File: src/rtl/picorv32_worker_bridge_if.sv
// -----------------------------------------------------------------------------
// picorv32_worker_bridge_if
//
// Bundles the two buses that meet at the bridge:
//   * the PicoRV32 native memory port (mem_*), and
//   * the worker memory handshake (w_wr_*, w_rd_*).
//
// Modports:
//   master : the bridge. It consumes CPU requests and issues worker
//            transactions.
//   slave  : the environment around the bridge. This is the CPU driving
//            mem_* requests and the worker answering w_* transactions.
//
// Handshake semantics, used by both the CPU and the worker side:
//   A transfer happens on a rising edge where valid && ready are both high.
//   Once valid is raised, its address, data and byte enables are held stable
//   until that transfer edge. mem_ready is a single-cycle completion pulse
//   that needs no valid from the bridge side. w_rd_data is only meaningful
//   while w_rd_ready is high.
//
// N_ADDR_BITS must match the bridge and the worker it feeds.
// -----------------------------------------------------------------------------
interface picorv32_worker_bridge_if #(
   parameter int unsigned N_ADDR_BITS = 8
);
   // CPU native memory port
   logic                   mem_valid;
   logic                   mem_instr;
   logic [31:0]            mem_addr;
   logic [31:0]            mem_wdata;
   logic [3:0]             mem_wstrb;
   logic                   mem_ready;
   logic [31:0]            mem_rdata;

   // worker write channel
   logic                   w_wr_valid;
   logic                   w_wr_ready;
   logic [N_ADDR_BITS-1:0] w_wr_addr;
   logic [31:0]            w_wr_data;
   logic [3:0]             w_wr_byteEn;

   // worker read channel
   logic                   w_rd_valid;
   logic                   w_rd_ready;
   logic [N_ADDR_BITS-1:0] w_rd_addr;
   logic [31:0]            w_rd_data;

   modport master (
      input  mem_valid, mem_instr, mem_addr, mem_wdata, mem_wstrb,
      output mem_ready, mem_rdata,
      output w_wr_valid, w_wr_addr, w_wr_data, w_wr_byteEn,
      input  w_wr_ready,
      output w_rd_valid, w_rd_addr,
      input  w_rd_ready, w_rd_data
   );

   modport slave (
      output mem_valid, mem_instr, mem_addr, mem_wdata, mem_wstrb,
      input  mem_ready, mem_rdata,
      input  w_wr_valid, w_wr_addr, w_wr_data, w_wr_byteEn,
      output w_wr_ready,
      input  w_rd_valid, w_rd_addr,
      output w_rd_ready, w_rd_data
   );
endinterface

File: src/rtl/picorv32_worker_bridge.sv
// -----------------------------------------------------------------------------
// picorv32_worker_bridge
//
// Converts each PicoRV32 native memory request into exactly one worker write
// or read transaction and returns a one-cycle mem_ready to the CPU.
//
// The bridge rejects a request without touching the worker when its address
// is outside the worker window or is not word aligned. It also abandons a
// worker transaction that stays unanswered for TIMEOUT_CYCLES cycles. Both
// error cases complete with mem_rdata = ERR_DATA and set a sticky err flag.
// err_addr holds the address of the first error since the last clear.
//
// Ports:
//   clock, reset : single rising-edge clock, synchronous active-high reset.
//   bus          : CPU mem_* port and worker w_* port (master modport).
//   err          : sticky error flag.
//   err_addr     : CPU address of the first error since the last clear.
//   err_clear    : clears err and err_addr. A new error in the same cycle
//                  takes priority over the clear.
//   dbg_state    : current FSM state (0 IDLE, 1 WR, 2 RD, 3 ACK).
//
// Every output is a flop, and every flop resets to zero.
// -----------------------------------------------------------------------------
module picorv32_worker_bridge #(
   parameter int unsigned N_ADDR_BITS    = 8,
   parameter logic [31:0] BASE_ADDR      = 32'h0000_0000,
   parameter int unsigned TIMEOUT_CYCLES = 1023,
   parameter logic [31:0] ERR_DATA       = 32'hDEAD_BEEF
) (
   input  logic                            clock,
   input  logic                            reset,
   picorv32_worker_bridge_if.master        bus,
   output logic                            err,
   output logic [31:0]                     err_addr,
   input  logic                            err_clear,
   output logic [1:0]                      dbg_state
);

   typedef enum logic [1:0] {
      S_IDLE = 2'd0,
      S_WR   = 2'd1,
      S_RD   = 2'd2,
      S_ACK  = 2'd3
   } state_t;

   // The counter only ever has to reach TIMEOUT_CYCLES-1.
   localparam int unsigned TW         = (TIMEOUT_CYCLES > 1) ? $clog2(TIMEOUT_CYCLES) : 1;
   localparam bit          TIMEOUT_EN = (TIMEOUT_CYCLES != 0);
   localparam logic [TW-1:0] CNT_LAST = TW'((TIMEOUT_CYCLES == 0) ? 0 : TIMEOUT_CYCLES - 1);

   state_t                 state_q, state_d;
   logic [TW-1:0]          cnt_q, cnt_d;
   logic                   ready_q, ready_d;
   logic [31:0]            rdata_q, rdata_d;
   logic                   wr_valid_q, wr_valid_d;
   logic [N_ADDR_BITS-1:0] wr_addr_q, wr_addr_d;
   logic [31:0]            wr_data_q, wr_data_d;
   logic [3:0]             wr_be_q, wr_be_d;
   logic                   rd_valid_q, rd_valid_d;
   logic [N_ADDR_BITS-1:0] rd_addr_q, rd_addr_d;
   logic                   err_q, err_d;
   logic [31:0]            err_addr_q, err_addr_d;

   logic                   in_window;
   logic                   aligned;
   logic                   timeout_hit;
   logic                   fault;
   logic [31:0]            fault_addr;

   // Instruction fetches and data accesses are handled the same way.
   logic                   unused_instr;
   assign unused_instr = bus.mem_instr;

   assign in_window   = (bus.mem_addr[31:N_ADDR_BITS] == BASE_ADDR[31:N_ADDR_BITS]);
   assign aligned     = (bus.mem_addr[1:0] == 2'b00);
   assign timeout_hit = TIMEOUT_EN && (cnt_q == CNT_LAST);

   always_comb begin
      state_d    = state_q;
      cnt_d      = cnt_q;
      ready_d    = 1'b0;
      rdata_d    = rdata_q;
      wr_valid_d = wr_valid_q;
      wr_addr_d  = wr_addr_q;
      wr_data_d  = wr_data_q;
      wr_be_d    = wr_be_q;
      rd_valid_d = rd_valid_q;
      rd_addr_d  = rd_addr_q;
      err_d      = err_q;
      err_addr_d = err_addr_q;
      fault      = 1'b0;
      fault_addr = 32'h0;

      if (err_clear) begin
         err_d      = 1'b0;
         err_addr_d = 32'h0;
      end

      case (state_q)
         S_IDLE: begin
            if (bus.mem_valid) begin
               cnt_d = '0;
               if (!in_window || !aligned) begin
                  fault      = 1'b1;
                  fault_addr = bus.mem_addr;
                  ready_d    = 1'b1;
                  rdata_d    = ERR_DATA;
                  state_d    = S_ACK;
               end else if (bus.mem_wstrb != 4'b0000) begin
                  wr_valid_d = 1'b1;
                  wr_addr_d  = bus.mem_addr[N_ADDR_BITS-1:0];
                  wr_data_d  = bus.mem_wdata;
                  wr_be_d    = bus.mem_wstrb;
                  state_d    = S_WR;
               end else begin
                  rd_valid_d = 1'b1;
                  rd_addr_d  = bus.mem_addr[N_ADDR_BITS-1:0];
                  state_d    = S_RD;
               end
            end
         end

         // A low w_wr_ready at entry means the worker is still recovering
         // from the previous write. The bridge simply keeps waiting.
         S_WR: begin
            if (wr_valid_q && bus.w_wr_ready) begin
               wr_valid_d = 1'b0;
               ready_d    = 1'b1;
               state_d    = S_ACK;
            end else if (timeout_hit) begin
               wr_valid_d = 1'b0;
               fault      = 1'b1;
               fault_addr = {BASE_ADDR[31:N_ADDR_BITS], wr_addr_q};
               ready_d    = 1'b1;
               rdata_d    = ERR_DATA;
               state_d    = S_ACK;
            end else begin
               cnt_d = cnt_q + TW'(1);
            end
         end

         // w_rd_valid drops on the same edge that captures the data, which
         // is also the edge on which the pipelined worker drops w_rd_ready.
         S_RD: begin
            if (rd_valid_q && bus.w_rd_ready) begin
               rd_valid_d = 1'b0;
               rdata_d    = bus.w_rd_data;
               ready_d    = 1'b1;
               state_d    = S_ACK;
            end else if (timeout_hit) begin
               rd_valid_d = 1'b0;
               fault      = 1'b1;
               fault_addr = {BASE_ADDR[31:N_ADDR_BITS], rd_addr_q};
               ready_d    = 1'b1;
               rdata_d    = ERR_DATA;
               state_d    = S_ACK;
            end else begin
               cnt_d = cnt_q + TW'(1);
            end
         end

         // mem_ready is high in this cycle. mem_valid is deliberately ignored
         // here, because the CPU still holds it until it has seen ready.
         S_ACK: begin
            state_d = S_IDLE;
         end

         default: begin
            state_d = S_IDLE;
         end
      endcase

      // A new error outranks a same-cycle clear. Only the first error
      // address is kept while err stays set.
      if (fault) begin
         err_d = 1'b1;
         if (!err_q || err_clear) begin
            err_addr_d = fault_addr;
         end
      end
   end

   always_ff @(posedge clock) begin
      if (reset) begin
         state_q    <= S_IDLE;
         cnt_q      <= '0;
         ready_q    <= 1'b0;
         rdata_q    <= 32'h0;
         wr_valid_q <= 1'b0;
         wr_addr_q  <= '0;
         wr_data_q  <= 32'h0;
         wr_be_q    <= 4'h0;
         rd_valid_q <= 1'b0;
         rd_addr_q  <= '0;
         err_q      <= 1'b0;
         err_addr_q <= 32'h0;
      end else begin
         state_q    <= state_d;
         cnt_q      <= cnt_d;
         ready_q    <= ready_d;
         rdata_q    <= rdata_d;
         wr_valid_q <= wr_valid_d;
         wr_addr_q  <= wr_addr_d;
         wr_data_q  <= wr_data_d;
         wr_be_q    <= wr_be_d;
         rd_valid_q <= rd_valid_d;
         rd_addr_q  <= rd_addr_d;
         err_q      <= err_d;
         err_addr_q <= err_addr_d;
      end
   end

   assign bus.mem_ready   = ready_q;
   assign bus.mem_rdata   = rdata_q;
   assign bus.w_wr_valid  = wr_valid_q;
   assign bus.w_wr_addr   = wr_addr_q;
   assign bus.w_wr_data   = wr_data_q;
   assign bus.w_wr_byteEn = wr_be_q;
   assign bus.w_rd_valid  = rd_valid_q;
   assign bus.w_rd_addr   = rd_addr_q;
   assign err             = err_q;
   assign err_addr        = err_addr_q;
   assign dbg_state       = state_q;

endmodule
File: src/flat_wrapper.sv
// flat-port wrapper written by rule: the top's interface ports become plain ports
module picorv32_worker_bridge_flat 
#(
   parameter int unsigned N_ADDR_BITS    = 8,
   parameter logic [31:0] BASE_ADDR      = 32'h0000_0000,
   parameter int unsigned TIMEOUT_CYCLES = 1023,
   parameter logic [31:0] ERR_DATA       = 32'hDEAD_BEEF
)
  (clock, reset, err, err_addr, err_clear, dbg_state, bus_mem_valid, bus_mem_instr, bus_mem_addr, bus_mem_wdata, bus_mem_wstrb, bus_mem_ready, bus_mem_rdata, bus_w_wr_valid, bus_w_wr_addr, bus_w_wr_data, bus_w_wr_byteEn, bus_w_wr_ready, bus_w_rd_valid, bus_w_rd_addr, bus_w_rd_ready, bus_w_rd_data);
  picorv32_worker_bridge_if #(.N_ADDR_BITS(N_ADDR_BITS)) bus_i ();
  input  logic clock;
  input  logic reset;
  output logic err;
  output logic [31:0] err_addr;
  input  logic err_clear;
  output logic [1:0] dbg_state;
  input wire logic [$bits(bus_i.mem_valid)-1:0] bus_mem_valid;
  input wire logic [$bits(bus_i.mem_instr)-1:0] bus_mem_instr;
  input wire logic [$bits(bus_i.mem_addr)-1:0] bus_mem_addr;
  input wire logic [$bits(bus_i.mem_wdata)-1:0] bus_mem_wdata;
  input wire logic [$bits(bus_i.mem_wstrb)-1:0] bus_mem_wstrb;
  output wire logic [$bits(bus_i.mem_ready)-1:0] bus_mem_ready;
  output wire logic [$bits(bus_i.mem_rdata)-1:0] bus_mem_rdata;
  output wire logic [$bits(bus_i.w_wr_valid)-1:0] bus_w_wr_valid;
  output wire logic [$bits(bus_i.w_wr_addr)-1:0] bus_w_wr_addr;
  output wire logic [$bits(bus_i.w_wr_data)-1:0] bus_w_wr_data;
  output wire logic [$bits(bus_i.w_wr_byteEn)-1:0] bus_w_wr_byteEn;
  input wire logic [$bits(bus_i.w_wr_ready)-1:0] bus_w_wr_ready;
  output wire logic [$bits(bus_i.w_rd_valid)-1:0] bus_w_rd_valid;
  output wire logic [$bits(bus_i.w_rd_addr)-1:0] bus_w_rd_addr;
  input wire logic [$bits(bus_i.w_rd_ready)-1:0] bus_w_rd_ready;
  input wire logic [$bits(bus_i.w_rd_data)-1:0] bus_w_rd_data;
  assign bus_i.mem_valid = bus_mem_valid;
  assign bus_i.mem_instr = bus_mem_instr;
  assign bus_i.mem_addr = bus_mem_addr;
  assign bus_i.mem_wdata = bus_mem_wdata;
  assign bus_i.mem_wstrb = bus_mem_wstrb;
  assign bus_mem_ready = bus_i.mem_ready;
  assign bus_mem_rdata = bus_i.mem_rdata;
  assign bus_w_wr_valid = bus_i.w_wr_valid;
  assign bus_w_wr_addr = bus_i.w_wr_addr;
  assign bus_w_wr_data = bus_i.w_wr_data;
  assign bus_w_wr_byteEn = bus_i.w_wr_byteEn;
  assign bus_i.w_wr_ready = bus_w_wr_ready;
  assign bus_w_rd_valid = bus_i.w_rd_valid;
  assign bus_w_rd_addr = bus_i.w_rd_addr;
  assign bus_i.w_rd_ready = bus_w_rd_ready;
  assign bus_i.w_rd_data = bus_w_rd_data;
  picorv32_worker_bridge #(.N_ADDR_BITS(N_ADDR_BITS), .BASE_ADDR(BASE_ADDR), .TIMEOUT_CYCLES(TIMEOUT_CYCLES), .ERR_DATA(ERR_DATA)) u_core (.clock(clock), .reset(reset), .bus(bus_i), .err(err), .err_addr(err_addr), .err_clear(err_clear), .dbg_state(dbg_state));
endmodule
File: config.mk
export PLATFORM = sky130hd
export DESIGN_NAME = picorv32_worker_bridge_flat
export DESIGN_NICKNAME = d
export VERILOG_FILES = /design/src/rtl/picorv32_worker_bridge_if.sv /design/src/rtl/picorv32_worker_bridge.sv /design/src/flat_wrapper.sv
export SDC_FILE = /design/constraint.sdc
export NUM_CORES = 1
export LEC_CHECK = 0
export CAP_MARGIN = 30
export CELL_PAD_IN_SITES_DETAIL_PLACEMENT = 1
export CELL_PAD_IN_SITES_GLOBAL_PLACEMENT = 1
export CORE_ASPECT_RATIO = 2
export CORE_MARGIN = 2
export CORE_UTILIZATION = 48
export CTS_CLUSTER_DIAMETER = 30
export DETAILED_ROUTE_END_ITERATION = 10
export DONT_BUFFER_PORTS = 1
export MAX_ROUTING_LAYER = met4
export PLACE_DENSITY_LB_ADDON = 0.1
export REMOVE_ABC_BUFFERS = 1
export SYNTH_ARGS = -nofsm -noshare
export SYNTH_HDL_FRONTEND = slang
export SYNTH_SLANG_ARGS = --single-unit
File: constraint.sdc
create_clock -name clock -period 4.75 [get_ports clock]
set_input_delay 0.475 -clock clock [delete_from_list [all_inputs] [get_ports clock]]
set_output_delay 0.475 -clock clock [all_outputs]
set_load 0.005 [all_outputs]
# --- After elaboration in Yosys (flattened, before gate mapping) ---
# Cells that the tools add are included.
totals:
  register_bits: 132
  in_bits: 107
  output_inout_bits: 122
  word_cells: 99
op_classes:
  addsub: 1
  n_eq_ne: 13
  mux: 50
  bitwise: 2
  reduce_logical: 21
op_table:
  columns: ["cell", "count"]
  rows:
  - ["$mux W32", 12]
  - ["$pmux W32 S3", 2]
  - ["$mux W10", 4]
  - ["$pmux W10 S3", 1]
  - ["$logic_not A24 Y1", 1]
  - ["$mux W1", 18]
  - ["$mux W8", 2]
  - ["$reduce_and A4 Y1", 4]
  - ["$mux W2", 6]
  - ["$add A10 B1 Y10 const B", 1]
  - ["$eq A10 B10 Y1 const B", 1]
  - ["$ne A2 B2 Y1 const B", 5]
  - ["$reduce_and A5 Y1", 2]
  - ["$pmux W2 S4", 1]
  - ["$ne A3 B1 Y1 const B", 2]
  - ["$pmux W1 S3", 2]
  - ["$reduce_bool A2 Y1", 3]
  - ["$eq A2 B2 Y1 const B", 2]
  - ["$logic_not A2 Y1", 2]
  - ["$ne A2 B1 Y1 const B", 2]
  - ["$pmux W1 S2", 2]
  - ["$reduce_bool A4 Y1", 1]
  - ["$logic_not A1 Y1", 3]
  - ["$reduce_bool A3 Y1", 1]
  - ["other kinds (4)", 7]

# --- Logic depth before layout (Yosys ltp) ---
# Gate-level depths: netlist of run 1.
logic_depth:
  depth_word: 8
  ltp_mapped: 9
  ltp_nobuf: 7

# --- Least setup slack after synthesis of run 1 ---
# OpenSTA, ideal clock, no wires.
synth_timing:
  path_kind: "flip-flop to flip-flop"
  startpoint: "register u_core.state_q[0] (netlist: u_core.dbg_state[0])"
  endpoint: "register u_core.cnt_q[9]"
  setup_ns: 0.135
  arrival_time_ns: 2.179
  t_required_ns: 4.615
  setup_slack_ns: 2.437
  stages_incl_launch_ff: 10
  path_buffers: 2
  synth_period_minus_slack_ns: 2.313
  cell_sequence: "dfxtp_1 > inv_1 > ha_1 > and3_4 > buf_6 > or4_4 > buf_6 > nor4_1 > xnor2_1 > nor2_1"
synth_via:
  elab_chain_cells: 3
  word_cells_on_any_way: 9
  classes_between: "eq/ne (5); mux (1); reduce/logical (3)"
synth_rtl:
  columns: ["element", "line_no", "text"]
  rows:
  - ["start: declaration", "picorv32_worker_bridge.sv:51", "state_t state_q, state_d;"]
  - ["start signal: assignment", "picorv32_worker_bridge.sv:198", "state_q <= state_d;"]
  - ["$eq A2 B2 Y1 (tied with other cells)", "picorv32_worker_bridge.sv:99", "case (state_q)"]
  - ["$ne A2 B2 Y1 (no line) / $reduce_bool A3 Y1 (equally long branches)", null, null]
  - ["$reduce_and A4 Y1 (no line)", null, null]
  - ["end signal: assignment", "picorv32_worker_bridge.sv:199", "cnt_q <= cnt_d;"]
  - ["end: declaration", "picorv32_worker_bridge.sv:52", "logic [TW-1:0] cnt_q, cnt_d;"]
# Parallel ways exist; a longest one is shown, timed or not.
# A chain may end at the register's enable or synchronous reset.

# --- Worst setup path in the final report of run 1 ---
layout_timing:
  startpoint: "register u_core.state_q[1] (netlist: u_core.dbg_state[1])"
  endpoint: "register u_core.err_addr_q[27] (netlist: u_core.err_addr[27])"
layout_via:
  elab_chain_cells: 4
  word_cells_on_any_way: 7
  classes_between: "eq/ne (2); mux (4); reduce/logical (1)"
layout_rtl:
  columns: ["element", "line_no", "text"]
  rows:
  - ["$eq A2 B2 Y1 (tied with other cells)", "picorv32_worker_bridge.sv:99", null]
  - ["$pmux W32 S3", "picorv32_worker_bridge.sv:99", null]
  - ["$mux W32", "picorv32_worker_bridge.sv:177", "if (!err_q || err_clear) begin"]
  - ["$mux W32 (*)", "picorv32_worker_bridge.sv:175", "if (fault) begin"]
  - ["end signal: assignment", "picorv32_worker_bridge.sv:209", "err_addr_q <= err_addr_d;"]
  - ["end: declaration", "picorv32_worker_bridge.sv:62", "logic [31:0] err_addr_q, err_addr_d;"]
# Mark *: on every way between the ends. The rest lies on a longest branch, timed or not.

==> impl_metrics.ini, run 1 <==
[logic_synthesis]
yosys.area.top_type = dfxtp_1
synth_top_cell_area_share = 0.511
async_reset_ff_frac = 0
synthTopCellsByArea = dfxtp_1 51%, a21oi_1 7.4%, nand2_1 7.1%
synthFlopType = dfxtp_1
synth_enable_flop_cells = 0
syn_area_per_cell_um2 = 9.16
synthCells = 565
synth_warnings = 0
ys_types = 50
netlist_area_um2 = 5170
synth_seq_cells = 132
yosysSeqAreaShare = 0.511

[power]
p_seq_frac = 0.403
power_mw = 3.47
internal_power_mw = 2.34
irDropWorstVdd_uv = 380
p_leak_nw = 2.04
swShare = 0.325
switchingPower_mw = 1.13
powerDensity_nw_per_um2 = 592
power.share.clock = 0.371
comb_power_share = 0.226

[cts]
insertion_delay_ns = 0.41
htreeDepth = 4
numCtsBuffers = 17
cts-root-buf = clkbuf_16
cts_tree = built
ctsHoldBuffers = 0
clk_pin_slew_ns = 0.06
clkSinkCount = 132
clock_path_buffers = 2
post_cts_buffers = 0
cts-resized-gates = 0

[global_route]
grt_pass1_wl_mm = 23.5
grt-ovfl-total = 0
grt_max_degree = 63
grt_antenna_before_repair = 0
grt_pass1_vias = 4644
grt_usage = 0.262

[outcome]
status = finished, final reports clean

[sta]
rsz0062_at_grt = false
timing.final.ws_setup_ns = 1.78
slew_viol_final = 0
fin_hold_ws_ns = 0.121
period_minus_slack_ns = 2.97
final-setup-viol-count = 0
slew_headroom = 0.379
hold_viol_final = 0
fin_crit_sh = 0.625
fin_setup_tns_ns = 0
fin_skew_ns = 0.00980
worstMarginPinSlew_ns = 0.930
timing.fmax_ghz = 0.337

[finish]
drive_above_1_share = 0.0814
fill_cells = 1246
final_area_um2 = 5860
synthToLayoutAreaGrowth_pct = 13.3
antenna_cells = 0
fin_cells = 702
most-common-layout-cells = 132 x dfxtp_1, 98 x nand2_1, 76 x a21oi_1
finalNetCount = 665
final_common_cell = dfxtp_1
fin_util = 0.559

[placement]
numPortBuffers = 0
post-dp-hpwl_mm = 10.6
dp_cells = 669
postPlaceCellArea_um2 = 5270
place.gp.congestion = 0.815
place_ws_ns = 1.77

[routing]
vias_per_cell = 6.17
first_pass_iters = 4
drt-total-wl_mm = 14.9
drt_iter0_markers = 138
ant_nets = 0
drc = 0
vias = 4328
post_drt_wl_per_cell_um = 21.2

[critical_path]
r2r_cells = 7
crit_required_ns = 5.09
path_class = reg2reg
r2r-start = u_core.dbg_state[1]
path_max_fanout = 24
r2r_slack_ns = 1.78
rr_endpoint = u_core.err_addr[27]
end_kind = register
crit_arrival_ns = 3.31
start_kind = register

[floorplan]
core_um2 = 10500
die-area_um2 = 11700
start_util = 0.494
die_height_um = 151
io-pin-count = 229
chipWidth_um = 77.4
rows = 53

[min_path]
holdPathEnd = u_core.bus.w_wr_data[5]
hold_depth = 1
worstHoldStart = reset
hold_path.class = in2reg

[flow_run]
drv_cap = 0
[sequential cells by signal, summed over array words and instances (netlist names)]
| signal | cells |
|---|---|
| u_core.bus.w_wr_byteEn | 4 |
| u_core.cnt_q | 10 |
| u_core.bus.w_rd_addr | 8 |
| u_core.err_addr | 32 |
| u_core.bus.mem_rdata | 32 |
| u_core.err | 1 |
| u_core.bus.w_rd_valid | 1 |
| u_core.dbg_state | 2 |
| u_core.bus.w_wr_addr | 8 |
| u_core.bus.w_wr_data | 32 |
| u_core.bus.w_wr_valid | 1 |
| u_core.bus.mem_ready | 1 |
[cells in the mapped netlist, types with 2 or more instances]
library cell and n:
nand4_1 7, clkbuf_1 25, nor2_1 22, buf_2 12
xnor2_1 5, xor2_1 3, a31oi_1 3, nor4_1 13
or3_1 2, nor2b_1 2, nand2_1 98, and4_1 2
nor3b_1 2, nor3_1 4, o2bb2ai_1 30, a21boi_1 2
o311a_1 2, o21ai_0 7, inv_1 10, and3_1 5
o21ai_1 4, nand3_1 11, and2_1 2, ha_1 6
mux2i_1 6, a21oi_1 77, or4_1 3, a22oi_1 8
dfxtp_1 132, o21a_1 2, a22o_1 38, buf_6 2
[layer usage]
metal	GRT usage	vias up	part of all wire
met3	0.0816	26	0.082
met2	0.460	179	0.54
li1	-	2023	-
met4	0.122	0	0.029
met1	0.264	2100	0.35
met5	-	-	0
[critical path: stages, from the launching register on]
cell	delay, ns
dfxtp_1	0.37
inv_1	0.13
ha_1	0.46
nand2_1	0.30
a21oi_1	0.44
buf_4	0.26
and2_1	0.69
a22o_1	0.25
[layout make-up]
type | instances | area, um^2 | share of cell area
timing repair buffer | 8 | 87.6 | 0.0149
sequential | 132 | 2640 | 0.451
multi-input combinational | 383 | 2340 | 0.399
clock inverter | 13 | 149 | 0.0254
tap | 137 | 171 | 0.0292
inverter | 10 | 37.5 | 0.00640
clock buffer | 19 | 433 | 0.0739
[how the worst max path moves through the flow]
stage,from,to,slack [ns],cells past startpoint
floorplan,bus_mem_addr[13],u_core.err_addr[10],1.28,5
global placement,u_core.dbg_state[1],u_core.err_addr[18],1.55,6
detailed placement,u_core.dbg_state[1],u_core.err_addr[28],1.77,7
CTS,u_core.dbg_state[1],u_core.err_addr[27],1.74,7
global route,u_core.dbg_state[0],u_core.err_addr[27],1.43,7
finish,u_core.dbg_state[1],u_core.err_addr[27],1.78,7
[power by group through the flow]
stage | Sequential [mW] | Combinational, mW | Clock (mW)
floorplan | 1.37 | 0.556 | 0
global placement | 1.42 | 0.709 | 0
finish | 1.40 | 0.783 | 1.29
detailed placement | 1.42 | 0.768 | 0
CTS | 1.40 | 0.775 | 1.31
global route | 1.42 | 0.876 | 1.35
[cells by family after synthesis]
logic type,after synthesis,synth area share
xor gates and xnor gates,8,0.0135
AOI/OAI and AO/OA,184,0.244
DFF,132,0.511
and+or+nand+nor,179,0.163
muxes,6,0.0116
buffers and inverters,50,0.0421
adders and majority gates,6,0.0145
No activity file was read; power rests on OpenSTA's default activity.
==> run 2: changes to the inputs <==
--- a/config.mk
+++ b/config.mk
@@ -10,7 +10,7 @@
 export CELL_PAD_IN_SITES_GLOBAL_PLACEMENT = 1
 export CORE_ASPECT_RATIO = 2
 export CORE_MARGIN = 2
-export CORE_UTILIZATION = 48
+export CORE_UTILIZATION = 41
 export CTS_CLUSTER_DIAMETER = 30
 export DETAILED_ROUTE_END_ITERATION = 10
 export DONT_BUFFER_PORTS = 1
==> constraint.sdc (replaced) <==
create_clock -name clock -period 2.7 [get_ports clock]
set_input_delay 0.27 -clock clock [delete_from_list [all_inputs] [get_ports clock]]
set_output_delay 0.27 -clock clock [all_outputs]
set_load 0.005 [all_outputs]
==> impl_metrics.ini, run 2 (synthesized netlist as in run 1, its figures left out) <==
[power]
power.share.clock = 0.360
powerDensity_nw_per_um2 = 942
irDropWorstVdd_uv = 636
comb_power_share = 0.249
swShare = 0.331
p_seq_frac = 0.390
power_mw = 6.32
p_leak_nw = 2.41
switchingPower_mw = 2.09
internal_power_mw = 4.23

[finish]
fill_cells = 1370
antenna_cells = 0
final_area_um2 = 6710
drive_above_1_share = 0.0969
final_common_cell = dfxtp_1
most-common-layout-cells = 132 x dfxtp_1, 98 x nand2_1, 75 x a21oi_1
synthToLayoutAreaGrowth_pct = 29.7
finalNetCount = 750

[floorplan]
core_um2 = 12500
chipWidth_um = 83.4
die-area_um2 = 13600
die_height_um = 163
start_util = 0.415
rows = 58
io-pin-count = 229

[global_route]
grtUsageMet1 = 0.255
use_met3 = 0.0710
grt-ovfl-total = 0
grt_antenna_before_repair = 0
grt_pass1_wl_mm = 27.0
grt_max_degree = 57
grt_use_met2 = 0.468
top_usage_layer = met2
grt_usage = 0.257
grt_pass1_vias = 5053

[critical_path]
start_kind = register
crit_path_top_delay_cell = or4_4
cp_cell_sequence = inv_1, ha_1, and3_4, or4_4, nor4_1, xnor2_1, nor2_1
crit_required_ns = 2.99
crit_arrival_ns = 2.77
path_class = reg2reg
end_kind = register
slowest_delay_ns = 0.57
path_max_fanout = 8

[sta]
final-setup-viol-count = 0
period_minus_slack_ns = 2.47
timing.fmax_ghz = 0.404
slew_viol_final = 0
slew_headroom = 0.419
rsz0062_at_grt = false
timing.final.ws_setup_ns = 0.225
fin_crit_sh = 0.917
worstMarginPinSlew_ns = 0.872
fin_hold_ws_ns = 0.0190
fin_setup_tns_ns = 0
fin_skew_ns = 0.00963
hold_viol_final = 0

[placement]
place_ws_ns = 0.101
post-dp-hpwl_mm = 11.1
numPortBuffers = 0
place.gp.congestion = 0.815
postPlaceCellArea_um2 = 5380

[min_path]
hold_path.class = in2reg

[routing]
ant_nets = 0
vias_per_cell = 5.82
vias = 4659
first_pass_iters = 4
post_drt_wl_per_cell_um = 21.4
drc = 0
drt_iter0_markers = 187
drt-total-wl_mm = 17.1

[cts]
htreeDepth = 4
insertion_delay_ns = 0.41
cts_tree = built
post_cts_buffers = 0
clkSinkCount = 132
numCtsBuffers = 17
clock_path_buffers = 2
cts-root-buf = clkbuf_16
clk_pin_slew_ns = 0.06

[outcome]
status = finished, final reports clean

[flow_run]
drv_cap = 0
## run 2: cell types whose count changed in the layout (fill, tap and decap cells not counted), moves of 2 or more
cell / previous run / this run
buf_4: 6 / 19
clkinv_2: 1 / 3
clkinv_4: 3 / 1
dlygate4sd3_1: 0 / 71
## run 2: final cells by class
cell class	instances	area, um^2	area share
Tap cell	150	188	0.0280
Timing Repair Buffer	93	916	0.136
Clock buffer	18	429	0.0639
Sequential cell	132	2640	0.394
Clock inverter	14	150	0.0224
Multi-Input combinational cell	383	2350	0.350
Inverter	10	37.5	0.00559
## run 2: repair_timing
action,in CTS,in global routing
gates resized for setup,0,1
endpoints found under the hold margin,88,1
hold buffers,71,1
setup endpoints to repair,0,4
## run 2: worst paths after layout
check | from | to | slack [ns] | depth (start not counted)
hold / removal | bus_mem_addr[4] | u_core.bus.w_rd_addr[4] | 0.02 | 2
setup reg to reg | u_core.dbg_state[0] | u_core.cnt_q[7] | 0.23 | 7
setup / recovery | u_core.dbg_state[0] | u_core.cnt_q[7] | 0.23 | 7
hold reg to reg | u_core.bus.w_wr_data[6] | u_core.bus.w_wr_data[6] | 0.48 | 2
## run 2: routing by layer
metal	part of all wire	vias to the layer above
met5	0	-
met4	0.031	0
met3	0.063	39
met2	0.54	176
met1	0.36	2250
li1	-	2194
## run 2: critical path: cells and delay by family, from the launching register on
| family | cells | cell delay (ns) |
|---|---|---|
| xor gates and xnor gates | 1 | 0.20 |
| adders and majority gates | 1 | 0.32 |
| buffers and inverters | 1 | 0.13 |
| DFF | 1 | 0.46 |
| and+or+nand+nor | 4 | 1.26 |
## run 2: power by group through the flow
stage	logic (mW)	clock network, mW	registers, mW
global route	1.74	2.40	2.50
detailed placement	1.44	0	2.51
CTS	1.55	2.32	2.47
finish	1.58	2.28	2.47
global placement	1.36	0	2.50
floorplan	0.978	0	2.42
## run 2: per-stage QoR
step,util,instances
after floorplan,-,525
after global placement,0.431,695
after detailed placement,0.431,695
after CTS,0.535,798
after global routing,0.538,800
final,0.538,800
